==> src/rtl/cwt_pkg.sv <==
// -----------------------------------------------------------------------------
// cwt_pkg
// Shared definitions for the register-file load controller.
//   state_t                 : controller FSM states (IDLE, LOAD, HOLD)
//   DEF_NUMBER_OF_REGISTERS : default number of register-file slots (64)
//   DEF_BITS                : default sample width (16)
// -----------------------------------------------------------------------------
package cwt_pkg;

    typedef enum logic [1:0] {
        IDLE = 2'd0,
        LOAD = 2'd1,
        HOLD = 2'd2
    } state_t;

    localparam int DEF_NUMBER_OF_REGISTERS = 64;
    localparam int DEF_BITS                = 16;

endpackage

==> src/rtl/onehot_dec.sv <==
// -----------------------------------------------------------------------------
// onehot_dec
// Converts a binary register index into a one-hot write-enable vector.
// With i_enable low the output is all-zero, so at most one bit is ever set.
// Ports:
//   i_index  [IDX_W-1:0]               binary slot index
//   i_enable                           qualifies the decode
//   o_onehot [NUMBER_OF_REGISTERS-1:0] one-hot (or all-zero) result
// -----------------------------------------------------------------------------
module onehot_dec
    import cwt_pkg::*;
#(
    parameter int NUMBER_OF_REGISTERS = DEF_NUMBER_OF_REGISTERS,
    parameter int IDX_W               = $clog2(NUMBER_OF_REGISTERS)
) (
    input  logic [IDX_W-1:0]               i_index,
    input  logic                           i_enable,
    output logic [NUMBER_OF_REGISTERS-1:0] o_onehot
);

    // Compare against every slot number; an out-of-range index
    // (non power-of-two slot count) simply decodes to all-zero.
    always_comb begin
        o_onehot = '0;
        for (int k = 0; k < NUMBER_OF_REGISTERS; k++) begin
            if (i_enable && (i_index == IDX_W'(k))) begin
                o_onehot[k] = 1'b1;
            end
        end
    end

endmodule

==> src/rtl/reg_file_load_ctrl.sv <==
// -----------------------------------------------------------------------------
// reg_file_load_ctrl
// Sequences one frame of samples into a register file, one slot per accepted
// sample, then holds the frame until downstream acknowledges it.
// Optional feature macro: REG_FILE_LOAD_CTRL_FRAME_CNT_EN adds a 16-bit
// completed-frame counter output (frame_cnt).
// Ports:
//   clk          rising-edge clock
//   rst          synchronous active-high reset, overrides everything
//   start        request to load one frame (honoured in IDLE, or in HOLD
//                together with consume_ack)
//   abort        cancel the current frame, back to IDLE
//   in_valid     sample offered
//   in_data      sample value
//   in_ready     controller accepts a sample this cycle
//   consume_ack  downstream finished reading the frame (HOLD only)
//   WrEn         registered one-hot register-file write enable
//   WrData       registered write data broadcast to every slot
//   wr_index     next slot to be written
//   busy         high in LOAD or HOLD
//   frame_done   one-cycle pulse when the whole frame is resident
//   frame_cnt    (macro only) completed frames, wraps at 0xFFFF
// -----------------------------------------------------------------------------
module reg_file_load_ctrl
    import cwt_pkg::*;
#(
    parameter int NUMBER_OF_REGISTERS = DEF_NUMBER_OF_REGISTERS,
    parameter int BITS                = DEF_BITS
) (
    input  logic                                   clk,
    input  logic                                   rst,
    input  logic                                   start,
    input  logic                                   abort,
    input  logic                                   in_valid,
    input  logic [BITS-1:0]                        in_data,
    output logic                                   in_ready,
    input  logic                                   consume_ack,
    output logic [NUMBER_OF_REGISTERS-1:0]         WrEn,
    output logic [BITS-1:0]                        WrData,
    output logic [$clog2(NUMBER_OF_REGISTERS)-1:0] wr_index,
    output logic                                   busy,
    output logic                                   frame_done
`ifdef REG_FILE_LOAD_CTRL_FRAME_CNT_EN
    ,
    output logic [15:0]                            frame_cnt
`endif
);

    localparam int                IDX_W    = $clog2(NUMBER_OF_REGISTERS);
    localparam logic [IDX_W-1:0]  LAST_IDX = IDX_W'(NUMBER_OF_REGISTERS - 1);

    state_t                         r_state;
    state_t                         w_stateNext;
    logic [IDX_W-1:0]               r_wrIndex;
    logic [IDX_W-1:0]               w_wrIndexNext;
    logic [NUMBER_OF_REGISTERS-1:0] w_onehot;
    logic [NUMBER_OF_REGISTERS-1:0] r_wrEn;
    logic [BITS-1:0]                r_wrData;
    logic                           r_donePend;
    logic                           r_frameDone;
    logic                           w_inReady;
    logic                           w_transfer;
    logic                           w_lastSlot;

    // Ready is withdrawn combinationally under abort/rst so that upstream
    // never sees a handshake that the controller then throws away.
    assign w_inReady  = (r_state == LOAD) && !abort && !rst;
    assign w_transfer = w_inReady && in_valid;
    assign w_lastSlot = (r_wrIndex == LAST_IDX);

    // Next-state and next-index logic. abort is applied last so that it
    // wins over whatever the state-specific branch decided.
    always_comb begin
        w_stateNext   = r_state;
        w_wrIndexNext = r_wrIndex;
        unique case (r_state)
            IDLE: begin
                if (start) begin
                    w_stateNext   = LOAD;
                    w_wrIndexNext = '0;
                end
            end
            LOAD: begin
                if (w_transfer) begin
                    if (w_lastSlot) begin
                        w_stateNext   = HOLD;
                        w_wrIndexNext = '0;
                    end else begin
                        w_wrIndexNext = r_wrIndex + 1'b1;
                    end
                end
            end
            HOLD: begin
                if (consume_ack) begin
                    w_stateNext   = start ? LOAD : IDLE;
                    w_wrIndexNext = '0;
                end
            end
            default: begin
                w_stateNext   = IDLE;
                w_wrIndexNext = '0;
            end
        endcase
        if (abort) begin
            w_stateNext   = IDLE;
            w_wrIndexNext = '0;
        end
    end

    always_ff @(posedge clk) begin
        if (rst) begin
            r_state   <= IDLE;
            r_wrIndex <= '0;
        end else begin
            r_state   <= w_stateNext;
            r_wrIndex <= w_wrIndexNext;
        end
    end

    // Decode is qualified by the transfer itself, so the registered enable
    // below is all-zero on any cycle without an accepted sample.
    onehot_dec #(
        .NUMBER_OF_REGISTERS (NUMBER_OF_REGISTERS),
        .IDX_W               (IDX_W)
    ) u_onehot_dec (
        .i_index  (r_wrIndex),
        .i_enable (w_transfer),
        .o_onehot (w_onehot)
    );

    // Write port registers plus the two-stage frame_done pipeline: the first
    // stage lines up with the final WrEn pulse, the second produces the
    // pulse one cycle later. An abort between them kills the pulse.
    always_ff @(posedge clk) begin
        if (rst) begin
            r_wrEn      <= '0;
            r_wrData    <= '0;
            r_donePend  <= 1'b0;
            r_frameDone <= 1'b0;
        end else begin
            r_wrEn      <= w_onehot;
            if (w_transfer) begin
                r_wrData <= in_data;
            end
            r_donePend  <= w_transfer && w_lastSlot;
            r_frameDone <= r_donePend && !abort;
        end
    end

`ifdef REG_FILE_LOAD_CTRL_FRAME_CNT_EN
    logic [15:0] r_frameCnt;

    // Counts on the same edge that raises frame_done, so the value seen
    // alongside the pulse already includes that frame.
    always_ff @(posedge clk) begin
        if (rst) begin
            r_frameCnt <= '0;
        end else if (r_donePend && !abort) begin
            r_frameCnt <= r_frameCnt + 16'd1;
        end
    end

    assign frame_cnt = r_frameCnt;
`endif

    assign in_ready   = w_inReady;
    assign WrEn       = r_wrEn;
    assign WrData     = r_wrData;
    assign wr_index   = r_wrIndex;
    assign busy       = (r_state != IDLE);
    assign frame_done = r_frameDone;

endmodule

==> config.mk <==
export PLATFORM = sky130hd
export DESIGN_NAME = reg_file_load_ctrl
export DESIGN_NICKNAME = d
export VERILOG_FILES = /design/src/rtl/cwt_pkg.sv /design/src/rtl/onehot_dec.sv /design/src/rtl/reg_file_load_ctrl.sv
export SDC_FILE = /design/constraint.sdc
export NUM_CORES = 1
export LEC_CHECK = 0
export ABC_AREA = 1
export BUFFER_PORTS_ARGS = -buffer_cell sky130_fd_sc_hd__buf_2
export CELL_PAD_IN_SITES_DETAIL_PLACEMENT = 0
export CELL_PAD_IN_SITES_GLOBAL_PLACEMENT = 2
export CORE_UTILIZATION = 25
export CTS_BUF_LIST = sky130_fd_sc_hd__clkbuf_4 sky130_fd_sc_hd__clkbuf_8
export CTS_CLUSTER_DIAMETER = 200
export DETAILED_ROUTE_END_ITERATION = 8
export PLACE_DENSITY_LB_ADDON = 0.05
export SKIP_CTS_REPAIR_TIMING = 1
export SLEW_MARGIN = 20
export SYNTH_ARGS = -nofsm -noshare
export SYNTH_HDL_FRONTEND = slang
export SYNTH_SLANG_ARGS = --single-unit
==> constraint.sdc <==
create_clock -name clk -period 3.9 [get_ports clk]
set_input_delay 0.195 -clock clk [delete_from_list [all_inputs] [get_ports clk]]
set_output_delay 0.195 -clock clk [all_outputs]
set_load 0.01 [all_outputs]
# [Word-level counts from Yosys, hierarchy flattened]
# Index checks and enable logic that the tools add are counted.
[word_totals] ff_bits=90 inputBits=22 elab_cells=227
[classes] add_sub_neg=1 n_eq_ne=69 muxes=75 reduce_logical=76
[op_table] operator="== test 6 bit (second input constant)" count=32
[op_table] operator="== test 6 x 5 -> 1 bit (second input constant)" count=16
[op_table] operator="logical AND 1 bit" count=68
[op_table] operator="2-to-1 mux 1 bit" count=65
[op_table] operator="== test 6 x 4 -> 1 bit (second input constant)" count=8
[op_table] operator="== test 6 x 3 -> 1 bit (second input constant)" count=4
[op_table] operator="2-to-1 mux 6 bit" count=4
[op_table] operator="one-hot mux 6 bit (3 select lines)" count=1
[op_table] operator="== test 6 x 2 -> 1 bit (second input constant)" count=2
[op_table] operator="2-to-1 mux 2 bit" count=4
[op_table] operator="adder 6 x 1 -> 6 bit (second input constant)" count=1
[op_table] operator="== test 6 x 1 -> 1 bit (second input constant)" count=1
[op_table] operator="logical NOT 6 bit" count=1
[op_table] operator="inequality test 2 bit (second input constant)" count=3
[op_table] operator="one-hot mux 2 bit (3 select lines)" count=1
[op_table] operator="AND reduction 4 bit" count=1
[op_table] operator="AND reduction 3 bit" count=1
[op_table] operator="== test 2 x 1 -> 1 bit (second input constant)" count=1
[op_table] operator="== test 2 bit (second input constant)" count=1
[op_table] operator="logical NOT 1 bit" count=2
[op_table] operator="logical NOT 2 bit" count=1
[op_table] operator="inequality test 2 x 1 -> 1 bit (second input constant)" count=1
[op_table] operator="nonzero test 2 bit" count=1
[op_table] operator="OR reduction 2 bit" count=1

# [Depth between registers and ports, before layout]
[logic_depth] word_depth=6 depth_mapped=11 ltp_nobuf=9

# [Modules after synthesis]
# A second synthesis with hierarchy kept.
[hier_totals] hier_cells=456 area_unflattened_um2=3365.7
[modules_own_cells] mod="reg_file_load_ctrl" instances=1 cells_each=352 area_each_um2=2920.3 seq_area_each_um2=1801.7
[modules_own_cells] mod="onehot_dec" instances=1 cells_each=104 area_each_um2=445.4 seq_area_each_um2=0.0

# [Worst setup path before layout]
# Ideal clock, no wire load.
[synth_timing] path_type="flip-flop to flip-flop" from="register r_wrIndex[0] (netlist: wr_index[0])" to="register r_wrIndex[1] (netlist: wr_index[1])" setup_ns=0.116 t_arrival_ns=1.255 required_ns=3.784 setup_slack_ns=2.530 path_stages_with_launch=9 period_less_slack_ns=1.370 cell_sequence="dfxtp_1 -> ha_1 -> inv_1 -> nor2_1 -> nand2_1 -> nand2_1 -> nand2_1 -> nand2_1 -> nor2_1"
[synth_via] elab_chain_len=4 elab_cells_between_ends=5 cone_classes="1 x add/sub; 1 x eq/ne; 3 x mux"
[synth_lines] element="start: declaration" line_no="reg_file_load_ctrl.sv:54" source="logic [IDX_W-1:0] r_wrIndex;"
[synth_lines] element="start signal: assignment" line_no="reg_file_load_ctrl.sv:116" source="r_wrIndex <= w_wrIndexNext;"
[synth_lines] element="adder 6 x 1 -> 6 bit / == test 6 bit (equally long branches)" line_no="reg_file_load_ctrl.sv:89, reg_file_load_ctrl.sv:69"
[synth_lines] element="2-to-1 mux 6 bit (*)" line_no="reg_file_load_ctrl.sv:85" source="if (w_lastSlot) begin"
[synth_lines] element="2-to-1 mux 6 bit (*)" line_no="reg_file_load_ctrl.sv:84" source="if (w_transfer) begin"
[synth_lines] element="one-hot mux 6 bit (3 select lines) (*)" line_no="reg_file_load_ctrl.sv:76" source="unique case (r_state)"
# Every way passes the cells marked *; elsewhere a longest branch is shown, timed or not. The select of a mux whose other input is x is not followed.
# A chain may end at the register's enable or synchronous reset.

# [Worst setup path after layout]
[layout_timing] from="register r_state[1]" to="register r_wrEn[3] (netlist: WrEn[3])"
[layout_via] elab_chain_len=6
[layout_lines] element="start: declaration" line_no="reg_file_load_ctrl.sv:52" source="state_t r_state;"
[layout_lines] element="start signal: assignment" line_no="reg_file_load_ctrl.sv:115" source="r_state <= w_stateNext;"
[layout_lines] element="== test 2 x 1 -> 1 bit" line_no="reg_file_load_ctrl.sv:67" source="assign w_inReady = (r_state == LOAD) && !abort && !rst;"
[layout_lines] element="logical AND 1 bit (2 in a row)" line_no="reg_file_load_ctrl.sv:67"
[layout_lines] element="logical AND 1 bit" line_no="reg_file_load_ctrl.sv:68" source="assign w_transfer = w_inReady && in_valid;"
[layout_lines] element="logical AND 1 bit" line_no="onehot_dec.sv:26" source="if (i_enable && (i_index == IDX_W'(k))) begin"
[layout_lines] element="2-to-1 mux 1 bit" line_no="onehot_dec.sv:26"
[layout_lines] element="end signal: assignment" line_no="reg_file_load_ctrl.sv:141" source="r_wrEn <= w_onehot;"
[layout_lines] element="end: declaration" line_no="reg_file_load_ctrl.sv:57" source="logic [NUMBER_OF_REGISTERS-1:0] r_wrEn;"
# No other way between the ends.

==> flow_summary.ini <==
[run_status]
status = complete, no violations

[pwr]
pwr-share-seq_pct = 57.9
comb_power_share_pct = 3.0
p_leak_uw = 0.00169
clock_power_share_pct = 39.1
vdd_drop_max_uv = 142
swShare_pct = 25.2
intPower_uw = 1180
power_uw = 1580
p_per_area_mw_per_mm2 = 428
p_sw_uw = 398

[worst_setup_path]
cp_data_required_time_ns = 4.18
arrival_ns = 2.17
end_kind = register
start_kind = register
critPathMaxFanout = 20
critical_path_class = register to register

[clock_tree]
clk_pin_slew_ns = 0.10
htree_num_levels = 3
cts_root_buf = clkbuf_8
cts.path.max_buffers = 2
clock_latency_ns = 0.35
cts_buffers = 9
cts_tree = built
cts.sinks = 89

[place]
portBuffers = 110
pre_cts_slack_ns = 1.90
placed_cell_area_mm2 = 0.00349
dpl.hpwl_um = 5330
gp_congestion = 0.680

[floorplanning]
rows = 38
die-width_um = 109
core_mm2 = 0.0109
initial_core_util_pct = 25.9
die_h_um = 109
io_pins = 111
die_area_mm2 = 0.0118

[worst_hold_path]
hold_path_class = input pin to register

[yosys]
synth.avg_cell_area_um2 = 9.10
syn_inst = 312
syn_nets = 338
yosysWarnings = 0
synth_area_mm2 = 0.00284
ys_ff_latch = 89
ys_types = 26
yosysSeqAreaShare_pct = 62.8

[layout]
post-route-util_pct = 33.7
fill_cells = 1210
antennaDiodeCount = 0
drive_above_1_share_pct = 34.2
area_growth_pct = 29.8
nets = 448
final_area_mm2 = 0.00368

[global_route]
grt-ovfl-total = 0
grt_pass1_wl_um = 11600
track_usage_pct = 13.3
antenna_found_initial = 0
grt_max_degree = 21
grt_pass1_vias = 2300

[timing]
max_slew_margin_pct = 67.7
skew_ns = 0.00799
period_minus_slack_ns = 1.89
finalMaxSlewViolations = 0
setup_slack_ns = 2.01
fmax_ghz = 0.528
fin_crit_sh_pct = 48.6
finalSetupTns_ns = 0
worstMarginPinSlew_ns = 0.484
report.final.hold_viol_count = 0
finalSetupViolations = 0
rsz0062_at_grt = false

[drt]
drt-pass1-iter-count = 4
wirelength_um = 7440
drt-initial-drc-count = 46
vias = 2303
ant_nets = 0
wl_per_cell_um = 13.1
vias_per_cell = 4.06
drc = 0

[run]
drv_cap = 0
cells by family after synthesis:
logic type,Yosys count,synth area share [%]
xor gates and xnor gates,1,0.309
adders and majority gates,4,1.76
AOI/OAI and AO/OA,25,4.67
DFF,89,62.8
and+or+nand+nor,159,24.5
buffers and inverters,34,5.95
critical path, cell delays in order (launching register included):
cell,delay (ns)
dfxtp_1,0.32
inv_1,0.12
nand2_1,0.16
nor2_4,0.14
nand2_1,0.07
inv_2,0.32
nand4_2,0.47
nor2_1,0.21
worst paths after layout:
path              slack (ns)                endpoint  depth (start not counted)                     from
hold reg to reg         0.46   frame_done$_SDFF_PP0_                          2    r_donePend$_SDFF_PP0_
hold / removal          0.08  WrData[6]$_SDFFE_PP0P_                          3               in_data[6]
setup reg to reg        2.01      WrEn[3]$_SDFF_PP0_                          7  r_state[1]$_SDFFE_PP0P_
setup / recovery        2.01      WrEn[3]$_SDFF_PP0_                          7  r_state[1]$_SDFFE_PP0P_
power by group through the flow:
stage | logic (uW) | clock network, uW | registers, uW
global route | 54.5 | 688 | 914
detailed placement | 48.4 | 0 | 934
CTS | 48.8 | 647 | 913
finish | 47.5 | 617 | 913
floorplan | 27.1 | 0 | 935
global placement | 49.1 | 0 | 934
cell usage in the layout, fill, tap and decap left out, types with 2 or more instances in the layout:
cell type / instances
nand3_1: 9
clkinvlp_4: 2
nor2_2: 10
nor2_1: 63
a21oi_1: 19
o21ai_0: 3
ha_1: 4
buf_2: 110
inv_8: 3
nand4_1: 2
dfxtp_1: 89
nand2_1: 69
inv_1: 20
clkbuf_8: 9
stage by stage:
step                instances  hold WS (ns)
floorplan                 312         0.336
global placement          551         0.445
detailed placement        551         0.437
CTS                       567        0.0517
global route              567        0.0548
finish                    567        0.0764
final cells by class:
type / instances / area, um2 / area share (%)
clock buffers: 9 / 124 / 3.36
clock inverters: 7 / 73.8 / 2.00
well taps: 140 / 175 / 4.75
inverters: 22 / 85.1 / 2.31
flip-flops and latches: 89 / 1780 / 48.4
repair buffers: 111 / 558 / 15.1
multi-input cells: 189 / 887 / 24.1
registers in the layout (all words and copies together), names as in the netlist:
register and count:
WrData 16, r_state 2, WrEn 63, wr_index 6
frame_done 1, r_donePend 1
per-layer routing:
metal	global-route usage (%)	up-vias	routed length, um
met5	0	-	0
met2	20.9	83	3340
li1	-	1179	-
met3	4.04	14	534
met4	6.18	0	147
met1	16.5	1027	3420
cell usage after synthesis:
master	instances	area share [%]
nand2_1	69	9.1
clkbuf_1	2	0.26
ha_1	4	1.8
nand2_2	1	0.22
buf_2	4	0.71
inv_1	20	2.6
nor2_2	10	2.2
inv_4	1	0.22
xor2_1	1	0.31
buf_6	3	1.2
o21ai_1	1	0.18
nor2_4	1	0.40
nand4_1	2	0.44
dfxtp_1	89	63
nand2_4	1	0.40
o32ai_1	1	0.31
o21ai_0	3	0.53
a31o_2	1	0.31
inv_2	1	0.13
a21oi_1	19	3.4
nor2_1	63	8.3
nand4_4	1	0.75
nand3_1	9	1.6
nand3_4	1	0.62
nand4_2	1	0.44
buf_4	3	0.79
Power figures use the tool's default switching activity.
